File: config.mk
export PLATFORM = sky130hd
export DESIGN_NAME = apu_noise_channel_ext
export DESIGN_NICKNAME = d
export VERILOG_FILES = /design/src/rtl/apu_noise_pkg.sv /design/src/rtl/apu_noise_channel_ext_envelope.sv /design/src/rtl/apu_noise_channel_ext.sv
export SDC_FILE = /design/constraint.sdc
export NUM_CORES = 1
export LEC_CHECK = 0
export BUFFER_PORTS_ARGS = -buffer_cell sky130_fd_sc_hd__buf_2
export CAP_MARGIN = 20
export CORE_UTILIZATION = 55
export DETAILED_ROUTE_END_ITERATION = 10
export PLACE_DENSITY = 0.76
export SLEW_MARGIN = 20
export SYNTH_ARGS = -nofsm -noshare
export SYNTH_HDL_FRONTEND = slang
export SYNTH_SLANG_ARGS = --single-unit
File: constraint.sdc
create_clock -name clk_i -period 2 [get_ports clk_i]
set_clock_uncertainty 0.1 [all_clocks]
set_input_delay 0 -clock clk_i [delete_from_list [all_inputs] [get_ports clk_i]]
set_output_delay 0 -clock clk_i [all_outputs]
set_load 0.02 [all_outputs]
File: src/rtl/apu_noise_pkg.sv
// apu_noise_pkg: register map, noise period table and length table shared
// by the noise channel and its testbench-facing helpers.
package apu_noise_pkg;

  // Register addresses within the channel's 4-byte window
  localparam logic [1:0] ADDR_CONTROL     = 2'd0;
  localparam logic [1:0] ADDR_CUSTOM_LO   = 2'd1;
  localparam logic [1:0] ADDR_SETUP       = 2'd2;
  localparam logic [1:0] ADDR_LENGTH_LOAD = 2'd3;

  // Timer reload values selected by SETUP[3:0]
  localparam logic [11:0] NOISE_PERIOD_TABLE [16] = '{
    12'd3,   12'd7,   12'd15,  12'd31,  12'd63,   12'd95,   12'd127,  12'd159,
    12'd201, 12'd253, 12'd379, 12'd507, 12'd761,  12'd1015, 12'd2033, 12'd4067
  };

  // Length counter load values selected by LENGTH_LOAD[7:3]
  localparam logic [7:0] LEN_TABLE [32] = '{
    8'd10,  8'd254, 8'd20,  8'd2,   8'd40,  8'd4,   8'd80,  8'd6,
    8'd160, 8'd8,   8'd60,  8'd10,  8'd14,  8'd12,  8'd26,  8'd14,
    8'd12,  8'd16,  8'd24,  8'd18,  8'd48,  8'd20,  8'd96,  8'd22,
    8'd192, 8'd24,  8'd72,  8'd26,  8'd16,  8'd28,  8'd32,  8'd30
  };

  function automatic logic [11:0] noise_period(input logic [3:0] idx);
    return NOISE_PERIOD_TABLE[idx];
  endfunction

  function automatic logic [7:0] length_value(input logic [4:0] idx);
    return LEN_TABLE[idx];
  endfunction

endpackage

File: src/rtl/apu_noise_channel_ext_envelope.sv
// apu_envelope_unit: start flag, divider and decay counter clocked by the
// quarter-frame strobe, plus the constant-volume / decay level mux.
module apu_envelope_unit
  import apu_noise_pkg::*;
#(
  parameter int VOL_W = 4
) (
  input  logic             clk_i,
  input  logic             rst_i,
  input  logic             quarter_frame_i,
  input  logic             start_set_i,
  input  logic             loop_i,
  input  logic             const_vol_i,
  input  logic [VOL_W-1:0] volume_i,
  output logic [VOL_W-1:0] level_o
);

  localparam logic [VOL_W-1:0] DECAY_MAX = {VOL_W{1'b1}};

  logic             r_start;
  logic [VOL_W-1:0] r_divider;
  logic [VOL_W-1:0] r_decay;

  // Start flag: a length-load write sets it even if a quarter strobe would
  // consume it in the same cycle; the strobe then sees it next time.
  always_ff @(posedge clk_i or posedge rst_i) begin
    if (rst_i) begin
      r_start <= 1'b0;
    end else if (start_set_i) begin
      r_start <= 1'b1;
    end else if (quarter_frame_i) begin
      r_start <= 1'b0;
    end
  end

  // Divider and decay advance only on quarter-frame strobes
  always_ff @(posedge clk_i or posedge rst_i) begin
    if (rst_i) begin
      r_divider <= '0;
      r_decay   <= '0;
    end else if (quarter_frame_i) begin
      if (r_start) begin
        r_decay   <= DECAY_MAX;
        r_divider <= volume_i;
      end else if (r_divider == '0) begin
        r_divider <= volume_i;
        if (r_decay != '0) begin
          r_decay <= r_decay - 1'b1;
        end else if (loop_i) begin
          r_decay <= DECAY_MAX;
        end
      end else begin
        r_divider <= r_divider - 1'b1;
      end
    end
  end

  assign level_o = const_vol_i ? volume_i : r_decay;

endmodule

File: src/rtl/apu_noise_channel_ext.sv
// apu_noise_channel_ext: LFSR noise channel with table or custom timer
// period, length counter, envelope and registered scaled output.
// Build option: define APU_NOISE_CUSTOM_PERIOD_EN to include the CUSTOM_LO
// register and the SETUP[6] custom-period select; otherwise the period
// always comes from the table.
module apu_noise_channel_ext
  import apu_noise_pkg::*;
#(
  parameter int LFSR_W    = 15,
  parameter int LONG_TAP  = 1,
  parameter int SHORT_TAP = 6,
  parameter int TIMER_W   = 12,
  parameter int VOL_W     = 4,
  parameter int OUT_W     = 5
) (
  input  logic             clk_i,
  input  logic             rst_i,
  input  logic             channel_regs_wr_i,
  input  logic [1:0]       channel_regs_addr_i,
  input  logic [7:0]       channel_regs_wr_data_i,
  input  logic             half_frame_i,
  input  logic             quarter_frame_i,
  input  logic             channel_enabled_i,
  output logic             channel_is_active_o,
  output logic [OUT_W-1:0] channel_output_o
);

  // Configuration registers
  logic       r_halt;
  logic       r_const_vol;
  logic [3:0] r_volume;
  logic       r_mode;
  logic [3:0] r_period_idx;

  // Datapath state
  logic [TIMER_W-1:0] r_timer;
  logic [LFSR_W-1:0]  r_lfsr;
  logic [7:0]         r_length;
  logic [OUT_W-1:0]   r_out;

  logic               w_wr_ctrl;
  logic               w_wr_setup;
  logic               w_wr_len;
  logic [TIMER_W-1:0] w_period;
  logic               w_tick;
  logic               w_fb;
  logic [VOL_W-1:0]   w_level;
  logic [OUT_W-1:0]   w_scaled;

  assign w_wr_ctrl  = channel_regs_wr_i && (channel_regs_addr_i == ADDR_CONTROL);
  assign w_wr_setup = channel_regs_wr_i && (channel_regs_addr_i == ADDR_SETUP);
  assign w_wr_len   = channel_regs_wr_i && (channel_regs_addr_i == ADDR_LENGTH_LOAD);

  // CONTROL and SETUP register writes
  always_ff @(posedge clk_i or posedge rst_i) begin
    if (rst_i) begin
      r_halt       <= 1'b0;
      r_const_vol  <= 1'b0;
      r_volume     <= 4'd0;
      r_mode       <= 1'b0;
      r_period_idx <= 4'd0;
    end else begin
      if (w_wr_ctrl) begin
        r_halt      <= channel_regs_wr_data_i[5];
        r_const_vol <= channel_regs_wr_data_i[4];
        r_volume    <= channel_regs_wr_data_i[3:0];
      end
      if (w_wr_setup) begin
        r_mode       <= channel_regs_wr_data_i[7];
        r_period_idx <= channel_regs_wr_data_i[3:0];
      end
    end
  end

`ifdef APU_NOISE_CUSTOM_PERIOD_EN
  logic       r_custom_sel;
  logic [7:0] r_custom_lo;
  logic       w_wr_custom;

  assign w_wr_custom = channel_regs_wr_i && (channel_regs_addr_i == ADDR_CUSTOM_LO);

  // Custom period low byte and select bit
  always_ff @(posedge clk_i or posedge rst_i) begin
    if (rst_i) begin
      r_custom_sel <= 1'b0;
      r_custom_lo  <= 8'd0;
    end else begin
      if (w_wr_custom) begin
        r_custom_lo <= channel_regs_wr_data_i;
      end
      if (w_wr_setup) begin
        r_custom_sel <= channel_regs_wr_data_i[6];
      end
    end
  end

  assign w_period = r_custom_sel ? TIMER_W'({r_period_idx, r_custom_lo})
                                 : TIMER_W'(noise_period(r_period_idx));
`else
  // Without the custom period, SETUP[6] carries no meaning
  logic w_unused_custom_sel;
  assign w_unused_custom_sel = channel_regs_wr_data_i[6];

  assign w_period = TIMER_W'(noise_period(r_period_idx));
`endif

  assign w_tick = (r_timer == '0);

  // Down-counting timer; reload samples the period only at expiry
  always_ff @(posedge clk_i or posedge rst_i) begin
    if (rst_i) begin
      r_timer <= '0;
    end else if (w_tick) begin
      r_timer <= w_period;
    end else begin
      r_timer <= r_timer - 1'b1;
    end
  end

  assign w_fb = r_lfsr[0] ^ (r_mode ? r_lfsr[SHORT_TAP] : r_lfsr[LONG_TAP]);

  // LFSR shifts right once per timer tick; seed 1 keeps it off all-zero
  always_ff @(posedge clk_i or posedge rst_i) begin
    if (rst_i) begin
      r_lfsr <= LFSR_W'(1);
    end else if (w_tick) begin
      r_lfsr <= {w_fb, r_lfsr[LFSR_W-1:1]};
    end
  end

  // Length counter: disable clears, load beats a coincident half-frame
  always_ff @(posedge clk_i or posedge rst_i) begin
    if (rst_i) begin
      r_length <= 8'd0;
    end else if (!channel_enabled_i) begin
      r_length <= 8'd0;
    end else if (w_wr_len) begin
      r_length <= length_value(channel_regs_wr_data_i[7:3]);
    end else if (half_frame_i && !r_halt && (r_length != 8'd0)) begin
      r_length <= r_length - 1'b1;
    end
  end

  apu_envelope_unit #(
    .VOL_W(VOL_W)
  ) u_env (
    .clk_i          (clk_i),
    .rst_i          (rst_i),
    .quarter_frame_i(quarter_frame_i),
    .start_set_i    (w_wr_len),
    .loop_i         (r_halt),
    .const_vol_i    (r_const_vol),
    .volume_i       (VOL_W'(r_volume)),
    .level_o        (w_level)
  );

  assign w_scaled = OUT_W'(w_level) << (OUT_W - VOL_W);

  // Registered sample, silenced when LFSR bit 0 is set or length expired
  always_ff @(posedge clk_i or posedge rst_i) begin
    if (rst_i) begin
      r_out <= '0;
    end else if (r_lfsr[0] || (r_length == 8'd0)) begin
      r_out <= '0;
    end else begin
      r_out <= w_scaled;
    end
  end

  assign channel_output_o    = r_out;
  assign channel_is_active_o = (r_length != 8'd0);

endmodule

==> metrics <==
Crit path arrival time approximately 2100 ps; DP Wirelength 4910 µm; Crit-path slowest cell or4b_4; Hold Path Class input pin to flop; yosys warns 0; Final ANT Viol Nets 0; layout cells sized above 1 20.3%; setup TNS 0 ps; WP buf/inv 1; Tot Pwr about 4.2 mW; Core Area between 5000 and 6000 µm²; Area growth syn-to-layout 19.1%; Post-Syn Area 3360 µm²; via count between 2000 and 3000; vias per std cell between 5 and 6; DP Area about 3700 µm²; overflow left after global routing 0; # setup viols final 0; # rows 28; Post-synth ARST share 100%; Seq pwr share a little over two fifths; GRT Util Overall 24.4%; EDFF count, synth 0; number of global-route vias before repair approximately 2700; critical path type flop to flop; pin count of the biggest net entering global routing 25; MaxCap Viol Count 0; CP max stage delay 450 ps; # nets final ~440; chip height about 80 µm; startpoint types flop; Die Area between 6000 and 7000 µm²; Slew Limit Fails 0; dominant cell type by area after synthesis dfrtp_1; CTS tree done; Hold Vio Cnt, Final 0; # IOs 22; #FFs+latches synth between 50 and 60; Initial Util 56.8%; antenna violations before repair 0; main area contributors after synthesis dfrtp_1 43%, nand2_1 6.9%, ha_1 6.0%, mux2_2 3.4%, mux2i_1 3.3%; first-pass GRT wire length between 10000 and 15000 µm; status completed; Final period util 99.3%; top-count cell post-synth nand2_1; routability congestion estimate roughly 0.9; Max rail drop VDD between 0.0007 and 0.0008 V; peak fanout along the critical path 2; Core Util, Final 67.6%; combinational power share ~32%; RSZ-0062 raised after global routing yes; PD cells 1060 nW/µm²; drt drc 0; Worst Path Required between 2000 and 2500 ps; P_sw around 1.5 mW; switch share roughly a third; Top FF cell, synth dfrtp_1; Ant. Diodes 0; f_max just over 0.5 GHz; number of buffers created by CTS 9; CTS Buffer Depth 2; endpoint class of the critical path flop; clock slew at reported path FFs ~60 ps; Mapped Cells approximately 360; CTS H-tree lvls 3; internal power approximately 2.8 mW; Seq/Total Area, Yosys 44.0%; Port-buffer cells 20; clock share of power between 20% and 30%; worst hold margin between 50 and 60 ps; cell family with the largest share of critical-path delay simple AND/OR/NAND/NOR gates; Chip Width between 80 and 90 µm; Clock Latency Late Sink between 300 and 400 ps; Slew headroom 65.5%; clk sinks 59; DR WL/cell about 14 µm; DRT Wirelength roughly 7000 µm; Syn Area/Cell between 9 and 10 µm²; library cells used by synthesis between 60 and 70; First DRT Iteration DRCs 191; first drt pass iteration count 4; Synth top area share a little over two fifths; final instance area 4000 µm²; post-synth net total roughly 400; worst-margin pin slew 514 ps; critical-path cell list inv_2 > ha_4 > or4b_4 > or3_4 > or3_1 > o311ai_1; Root Buffer clkbuf_8; Leak around 1.9 nW; crit path time final 1990 ps; most frequent cells after synthesis 62 x nand2_1, 58 x dfrtp_1, 24 x inv_1
==> routing by layer <==
| layer | routed length (µm) | track usage, % | up-vias |
|---|---|---|---|
| met5 | 0 | 0 | - |
| met4 | 68 | 7.50 | 0 |
| met3 | 246 | 6.48 | 12 |
| met2 | 3480 | 40.9 | 51 |
| met1 | 3250 | 30.8 | 1323 |
| li1 | - | - | 1372 |
==> worst min-delay path, delay by kind of cell <==
family | cells | cell delay [ps]
simple gates | 1 | 220
buf+inv | 1 | 120
compound gates | 1 | 100
==> layout make-up <==
cell class                      count  area (µm²)
Inverter                           24        90.1
Timing Repair Buffer               54         380
Fill cell                         460        1920
Tap cell                           75        93.8
Multi-Input combinational cell    262        1770
Sequential cell                    59        1480
Clock inverter                      2        35.0
Clock buffer                       13         159
==> cell families (layout without fill, tap and decap cells) <==
logic type / count (synthesis) / in the layout / share of synthesized area (%)
compound gates: 79 / 79 / 16.0
xor+xnor: 11 / 11 / 2.87
fa+ha+maj: 16 / 16 / 5.96
buf+inv: 38 / 93 / 4.62
flops: 59 / 59 / 44.0
mux: 21 / 21 / 6.63
other cells: 1 / 1 / 0.112
simple gates: 134 / 134 / 19.9
==> power groups by stage <==
| stage | clock network [mW] | logic, mW | registers, mW |
|---|---|---|---|
| finish | 1.08 | 1.35 | 1.80 |
| floorplan | 0 | 0.887 | 1.78 |
| detailed placement | 0 | 1.30 | 1.80 |
| global placement | 0 | 1.27 | 1.78 |
| CTS | 1.10 | 1.33 | 1.78 |
| global route | 1.17 | 1.51 | 1.84 |
==> registers in the layout, summed over array words and instances, names as in the netlist <==
name	count
r_period_idx	4
r_timer	12
r_halt	1
r_length	8
u_env.r_start	1
r_mode	1
r_volume	4
r_const_vol	1
u_env.r_decay	4
r_lfsr	15
u_env.r_divider	4
channel_output_o	4
==> worst paths after layout <==
check                      cells after the start          end  slack (ps)              startpoint
max                                            6  r_timer[10]          10              r_timer[1]
min in group asynchronous                      3   r_lfsr[12]         130                   rst_i
max in group asynchronous                      4  r_length[4]         980                   rst_i
min reg2reg                                    2   r_lfsr[11]         370              r_lfsr[11]
min                                            3  r_length[4]          60  channel_regs_addr_i[1]
max reg2reg                                    6  r_timer[10]          10              r_timer[1]
==> metrics by stage <==
stage	setup WS [ps]	cells
after floorplan	-9.97	359
after global placement	51.8	461
after detailed placement	12.6	461
after CTS	4.59	486
after global routing	-47.3	489
final	14.2	489
==> timing repair <==
action	CTS	global route
hold endpoints to repair	43	0
resized for setup	1	8
hold buffers	10	0
pin swaps	0	0
buffers inserted	0	3
endpoints found under the setup margin	1	16
==> layout by cell type (no fill, tap or decap), types with 3 or more instances in the layout <==
master | Yosys | layout
ha_1 | 16 | 15
o21ai_0 | 19 | 19
nor2_1 | 19 | 19
a211oi_1 | 4 | 4
inv_1 | 24 | 21
or3b_2 | 3 | 3
or4_1 | 3 | 3
nor3_1 | 4 | 4
dfrtp_1 | 58 | 58
clkbuf_8 | 0 | 11
o22ai_1 | 3 | 3
a31oi_1 | 4 | 4
a21oi_1 | 15 | 15
inv_2 | 0 | 3
xnor2_1 | 7 | 7
nor2b_1 | 5 | 4
nand3_1 | 7 | 7
or3_1 | 6 | 5
o32ai_1 | 5 | 5
dlygate4sd3_1 | 0 | 10
nand2_1 | 62 | 62
nand2b_1 | 7 | 7
o31ai_1 | 4 | 4
buf_2 | 4 | 20
buf_4 | 2 | 24
nor3b_1 | 4 | 3
mux2_2 | 10 | 10
xor2_1 | 4 | 4
mux2i_1 | 11 | 11
No activity file was read; power rests on OpenSTA's default activity.
